<file path="src/rtl/fetch_pc_unit_if.sv">
// Instruction-memory fetch bus: request/address out, valid/data back.
interface fetch_pc_unit_if;
    logic        imem_req;
    logic [15:0] imem_addr;
    logic        imem_valid;
    logic [15:0] imem_data;

    modport master (output imem_req, output imem_addr, input imem_valid, input imem_data);
    modport slave  (input imem_req, input imem_addr, output imem_valid, output imem_data);
endinterface

</file>
<file path="src/rtl/fetch_pc_unit.sv">
// Fetch stage of the 16-bit core: owns the PC, fetches over the imem handshake,
// presents one instruction per EXEC cycle and resolves the next PC.
module fetch_pc_unit #(
    parameter logic [15:0] RESET_PC = 16'h0000,
    parameter int          MAX_WAIT = 15,
    parameter int          CNT_W    = 16
) (
    input  logic               clk,
    input  logic               rst,
    fetch_pc_unit_if.master    imem,
    output logic [15:0]        instr,
    output logic               instr_valid,
    output logic [15:0]        pc,
    output logic [15:0]        pc_plus2,
    input  logic               branch,
    input  logic               branch_reg,
    input  logic [2:0]         cond,
    input  logic [15:0]        imm_dec,
    input  logic [15:0]        rs_data,
    input  logic               flag_z,
    input  logic               flag_v,
    input  logic               flag_n,
    input  logic               hlt,
    output logic               halted,
    output logic               fetch_err,
    output logic [CNT_W-1:0]   retire_cnt
);
    localparam int WAIT_W = $clog2(MAX_WAIT + 1);

    typedef enum logic [1:0] {FETCH, EXEC, HALT} state_t;

    state_t            state, state_nxt;
    logic [WAIT_W-1:0] wait_cnt, wait_nxt, wait_inc;
    logic              ld_instr, ld_pc, retire, set_err;
    logic              taken;
    logic [15:0]       next_pc;

    assign pc_plus2 = pc + 16'd2;
    assign wait_inc = wait_cnt + 1'b1;

    always_comb begin
        taken = 1'b0;
        case (cond)
            3'b000: taken = !flag_z;
            3'b001: taken = flag_z;
            3'b010: taken = !flag_z && !flag_n;
            3'b011: taken = flag_n;
            3'b100: taken = flag_z || (!flag_z && !flag_n);
            3'b101: taken = flag_n || flag_z;
            3'b110: taken = flag_v;
            default: taken = 1'b1;
        endcase
    end

    always_comb begin
        next_pc = pc_plus2;
        if (branch && taken)
            next_pc = branch_reg ? rs_data : pc_plus2 + imm_dec;
    end

    always_comb begin
        state_nxt = state;
        wait_nxt  = wait_cnt;
        ld_instr  = 1'b0;
        ld_pc     = 1'b0;
        retire    = 1'b0;
        set_err   = 1'b0;
        case (state)
            FETCH: begin
                if (imem.imem_valid) begin
                    ld_instr  = 1'b1;
                    wait_nxt  = '0;
                    state_nxt = EXEC;
                end else if (wait_inc == WAIT_W'(MAX_WAIT)) begin
                    // MAX_WAIT consecutive empty FETCH cycles: give up
                    set_err   = 1'b1;
                    wait_nxt  = '0;
                    state_nxt = HALT;
                end else begin
                    wait_nxt = wait_inc;
                end
            end
            EXEC: begin
                retire = 1'b1;
                if (hlt) begin
                    state_nxt = HALT;
                end else begin
                    ld_pc     = 1'b1;
                    state_nxt = FETCH;
                end
            end
            HALT:    state_nxt = HALT;
            default: state_nxt = FETCH;
        endcase
    end

    always_ff @(posedge clk) begin
        if (rst) begin
            state      <= FETCH;
            pc         <= RESET_PC;
            instr      <= 16'h0000;
            wait_cnt   <= '0;
            fetch_err  <= 1'b0;
            retire_cnt <= '0;
        end else begin
            state    <= state_nxt;
            wait_cnt <= wait_nxt;
            if (ld_instr) instr <= imem.imem_data;
            if (ld_pc)    pc    <= {next_pc[15:1], 1'b0};
            if (retire)   retire_cnt <= retire_cnt + 1'b1;
            if (set_err)  fetch_err  <= 1'b1;
        end
    end

    // Request is held off while reset is asserted; never depends on imem_valid.
    assign imem.imem_req  = (state == FETCH) && !rst;
    assign imem.imem_addr = pc;
    assign instr_valid    = (state == EXEC);
    assign halted         = (state == HALT);
endmodule

</file>
<file path="src/flat_wrapper.sv">
// flat-port wrapper written by rule: the top's interface ports become plain ports
module fetch_pc_unit_flat 
#(
    parameter logic [15:0] RESET_PC = 16'h0000,
    parameter int          MAX_WAIT = 15,
    parameter int          CNT_W    = 16
)
  (clk, rst, instr, instr_valid, pc, pc_plus2, branch, branch_reg, cond, imm_dec, rs_data, flag_z, flag_v, flag_n, hlt, halted, fetch_err, retire_cnt, imem_imem_req, imem_imem_addr, imem_imem_valid, imem_imem_data);
  fetch_pc_unit_if imem_i ();
  input  logic clk;
  input  logic rst;
  output logic [15:0] instr;
  output logic instr_valid;
  output logic [15:0] pc;
  output logic [15:0] pc_plus2;
  input  logic branch;
  input  logic branch_reg;
  input  logic [2:0] cond;
  input  logic [15:0] imm_dec;
  input  logic [15:0] rs_data;
  input  logic flag_z;
  input  logic flag_v;
  input  logic flag_n;
  input  logic hlt;
  output logic halted;
  output logic fetch_err;
  output logic [CNT_W-1:0] retire_cnt;
  output wire logic [$bits(imem_i.imem_req)-1:0] imem_imem_req;
  output wire logic [$bits(imem_i.imem_addr)-1:0] imem_imem_addr;
  input wire logic [$bits(imem_i.imem_valid)-1:0] imem_imem_valid;
  input wire logic [$bits(imem_i.imem_data)-1:0] imem_imem_data;
  assign imem_imem_req = imem_i.imem_req;
  assign imem_imem_addr = imem_i.imem_addr;
  assign imem_i.imem_valid = imem_imem_valid;
  assign imem_i.imem_data = imem_imem_data;
  fetch_pc_unit #(.RESET_PC(RESET_PC), .MAX_WAIT(MAX_WAIT), .CNT_W(CNT_W)) u_core (.clk(clk), .rst(rst), .imem(imem_i), .instr(instr), .instr_valid(instr_valid), .pc(pc), .pc_plus2(pc_plus2), .branch(branch), .branch_reg(branch_reg), .cond(cond), .imm_dec(imm_dec), .rs_data(rs_data), .flag_z(flag_z), .flag_v(flag_v), .flag_n(flag_n), .hlt(hlt), .halted(halted), .fetch_err(fetch_err), .retire_cnt(retire_cnt));
endmodule
</file>
<file path="config.mk">
export PLATFORM = sky130hd
export DESIGN_NAME = fetch_pc_unit_flat
export DESIGN_NICKNAME = d
export VERILOG_FILES = /design/src/rtl/fetch_pc_unit_if.sv /design/src/rtl/fetch_pc_unit.sv /design/src/flat_wrapper.sv
export SDC_FILE = /design/constraint.sdc
export NUM_CORES = 1
export LEC_CHECK = 0
export BUFFER_PORTS_ARGS = -buffer_cell sky130_fd_sc_hd__buf_2
export CELL_PAD_IN_SITES_DETAIL_PLACEMENT = 1
export CELL_PAD_IN_SITES_GLOBAL_PLACEMENT = 1
export CORE_AREA = 2 2 111 113
export DETAILED_ROUTE_END_ITERATION = 8
export DIE_AREA = 0 0 113 115
export GPL_TIMING_DRIVEN = 0
export PLACE_DENSITY_LB_ADDON = 0.1
export SYNTH_ARGS = -nofsm -noshare
export SYNTH_HDL_FRONTEND = slang
export SYNTH_SLANG_ARGS = --single-unit
</file>
<file path="constraint.sdc">
create_clock -name clk -period 2.7 [get_ports clk]
set_input_delay 0.54 -clock clk [delete_from_list [all_inputs] [get_ports clk]]
set_output_delay 0.54 -clock clk [all_outputs]
set_load 0.01 [all_outputs]
</file>
==> flow_summary.toml <==
[logic_synthesis]
ys_ff_latch = 54
netlist_area_um2 = 3560
synth-edff-count = 0
synth.avg_cell_area_um2 = 8.29
ys_dominant_reg_cell = "dfxtp_1"
synthArstFlopShare = 0
yosys_warnings = 0
yosysTopAreaCell = "dfxtp_1"
synth_cell_types = 57
netlist_instances = 429
ys_seq_area_frac = 0.304
synthTopCellsByArea = "dfxtp_1, ha_1, xor2_1"
synth_top_area_share = 0.304

[clocking]
path_clk_slew_ns = 0.07
htreeDepth = 2
cts_root_buf = "clkbuf_16"
cts_tree = "yes"
cts_buffers = 5
clkLatencyLatePin_ns = 0.28
clock_path_buffers = 2
cts_sinks = 54

[sta]
period_minus_slack_ns = 2.68
rsz0062_at_grt = "yes"
setup_ws_ns = 0.0174
relSlewSlack = 0.594
period_share = 0.994
drv_slew = 0
tightest_slew_ns = 0.608
hold_ws_ns = 0.458
hold_viol = 0
finClkSkew_ns = 0.00487
finalSetupViolations = 0
fmaxAchievable_mhz = 373

[critical_path]
rr_worst_depth = 11
critPathCaptureType = "flop"
critPathKind = "reg -> reg"
crit_path_start_kind = "flop"
cp_data_required_time_ns = 2.90
arrival_ns = 2.88
startpoint = "u_core.imem.imem_addr[5]"
crit_end = "u_core.imem.imem_addr[15]"
cp_max_fo = 8
rr_startpoint = "u_core.imem.imem_addr[5]"
r2r_setup_slack_ns = 0.02
rr_endpoint = "u_core.imem.imem_addr[15]"

[final_layout]
antenna_cells = 0
final_cell_area_um2 = 5100
drive_gt1_frac = 0.408
synthToLayoutAreaGrowth_pct = 43.3
layout_common_cells = "buf_2, dfxtp_1, buf_4"
final_core_util = 0.431
nNetsFinal = 677
final_common_cell = "buf_2"

[pwr]
leakage_nw = 2.44
vdd_drop_max_mv = 0.315
total_power_mw = 1.98
powerDensity_nw_per_um2 = 388

[global_routing]
first_global_vias = 3770
grt_max_degree = 17
track_usage = 0.176
overflow = 0
grt_antenna_before_repair = 0
grt_pass1_wl_um = 18700

[floorplanning]
die_w_um = 113
die_h_um = 115
die_area_um2 = 13000
io_pins = 144
start_util = 0.301
coreArea_um2 = 11800
num_rows = 40

[placement]
io_buffers = 137
hpwl_um = 9020
globalplace.congestion = 0.813
pre_cts_slack_ns = -0.480
placed_area_um2 = 4510

[routing]
first_pass_iters = 6
dr_wl_met3_um = 556
routed-wl-met2_um = 5730
drc = 6
detail_route.vias_per_cell = 4.94
num_vias = 3672
drt_iter0_drc = 125
ant_nets = 0
avgRoutedWirePerCell_um = 15.7
routed_wl_um = 11700
wl_met1_um = 5320
top_layer = "met4"

[hold_path]
hold_class = "in -> reg"

[outcome]
status = "finished, violations left"
failed_checks = "design-rule violations"

[run]
cap_violations = 0
[metrics by stage]
stage / instances / setup TNS (ns)
global route: 743 / -0.491
detailed placement: 715 / -2.59
CTS: 737 / -0.0307
finish: 743 / 0
global placement: 715 / -2.06
floorplan: 431 / 0
[layer usage]
metal	global-route usage	up-vias
li1	-	1842
met2	0.315	91
met1	0.228	1735
met5	0	-
met3	0.0306	4
met4	0.0252	0
[power by group]
group,switching [mW],total (mW),internal (mW)
clock,0.295,0.734,0.439
sequential,0.0270,0.848,0.821
combinational,0.215,0.396,0.181
total,0.537,1.98,1.44
[cell type report]
type | count | area (um^2)
inverters | 9 | 33.8
clock buffers | 6 | 129
repair buffers | 157 | 836
plain buffers | 39 | 230
multi-input cells | 329 | 2540
clock inverters | 2 | 37.5
flip-flops and latches | 54 | 1110
well taps | 147 | 184
fillers | 1435 | 6720
[how the worst min path moves through the flow]
stage	start	end	slack [ns]	cells after the start
global placement	u_core.instr[9]	u_core.instr[9]	0.46	1
CTS	imem_imem_data[6]	u_core.instr[6]	0.45	2
detailed placement	u_core.fetch_err	u_core.fetch_err	0.46	2
floorplan	u_core.fetch_err	u_core.fetch_err	0.50	2
finish	imem_imem_data[6]	u_core.instr[6]	0.46	2
global route	imem_imem_data[6]	u_core.instr[6]	0.45	2
[cell families after synthesis]
family	synth area share
and+or+nand+nor	0.208
AOI/OAI and AO/OA	0.217
DFF	0.304
buffers and inverters	0.0725
xor gates and xnor gates	0.0978
adders and majority gates	0.0795
muxes	0.0201
other	0.00105
[synth_stat cells, drive strengths merged, types with 3 or more instances]
master  number
dfxtp       54
or3          3
a31oi        5
a22oi        6
xnor2       19
o21ai       17
and2         7
a21o         7
xor2        19
and3         7
nand3b       3
nor2        38
buf         24
nor2b        7
nand2b       8
clkbuf      15
ha          21
nand2       34
o211ai      14
a22o        16
a21oi       31
mux2i        6
nor3        10
inv          9
nand3       13
nand4        8
[worst max-delay path, stage by stage, from the launching register on]
cell and delay, ns:
dfxtp_4 0.43, nand4_2 0.18, nor3_4 0.28, nand3_2 0.16, xnor2_2 0.20, ha_4 0.33, and2_1 0.13, o2111ai_1 0.10
o211ai_1 0.20, a31oi_2 0.17, xnor2_1 0.16, a311oi_1 0.26
[what timing repair did]
action,4_1_cts,5_1_grt
hold buffers,0,0
gates resized for setup,44,12
setup endpoints to repair,8,10
buffers inserted,14,6
hold endpoints to repair,0,0
pin swaps,16,12
[registers in the layout (all words and copies together) (netlist names)]
signal                 count
u_core.instr              16
u_core.wait_cnt            4
u_core.fetch_err           1
u_core.imem.imem_addr     15
u_core.state               2
u_core.retire_cnt         16
(Power assumes the default switching activity.)
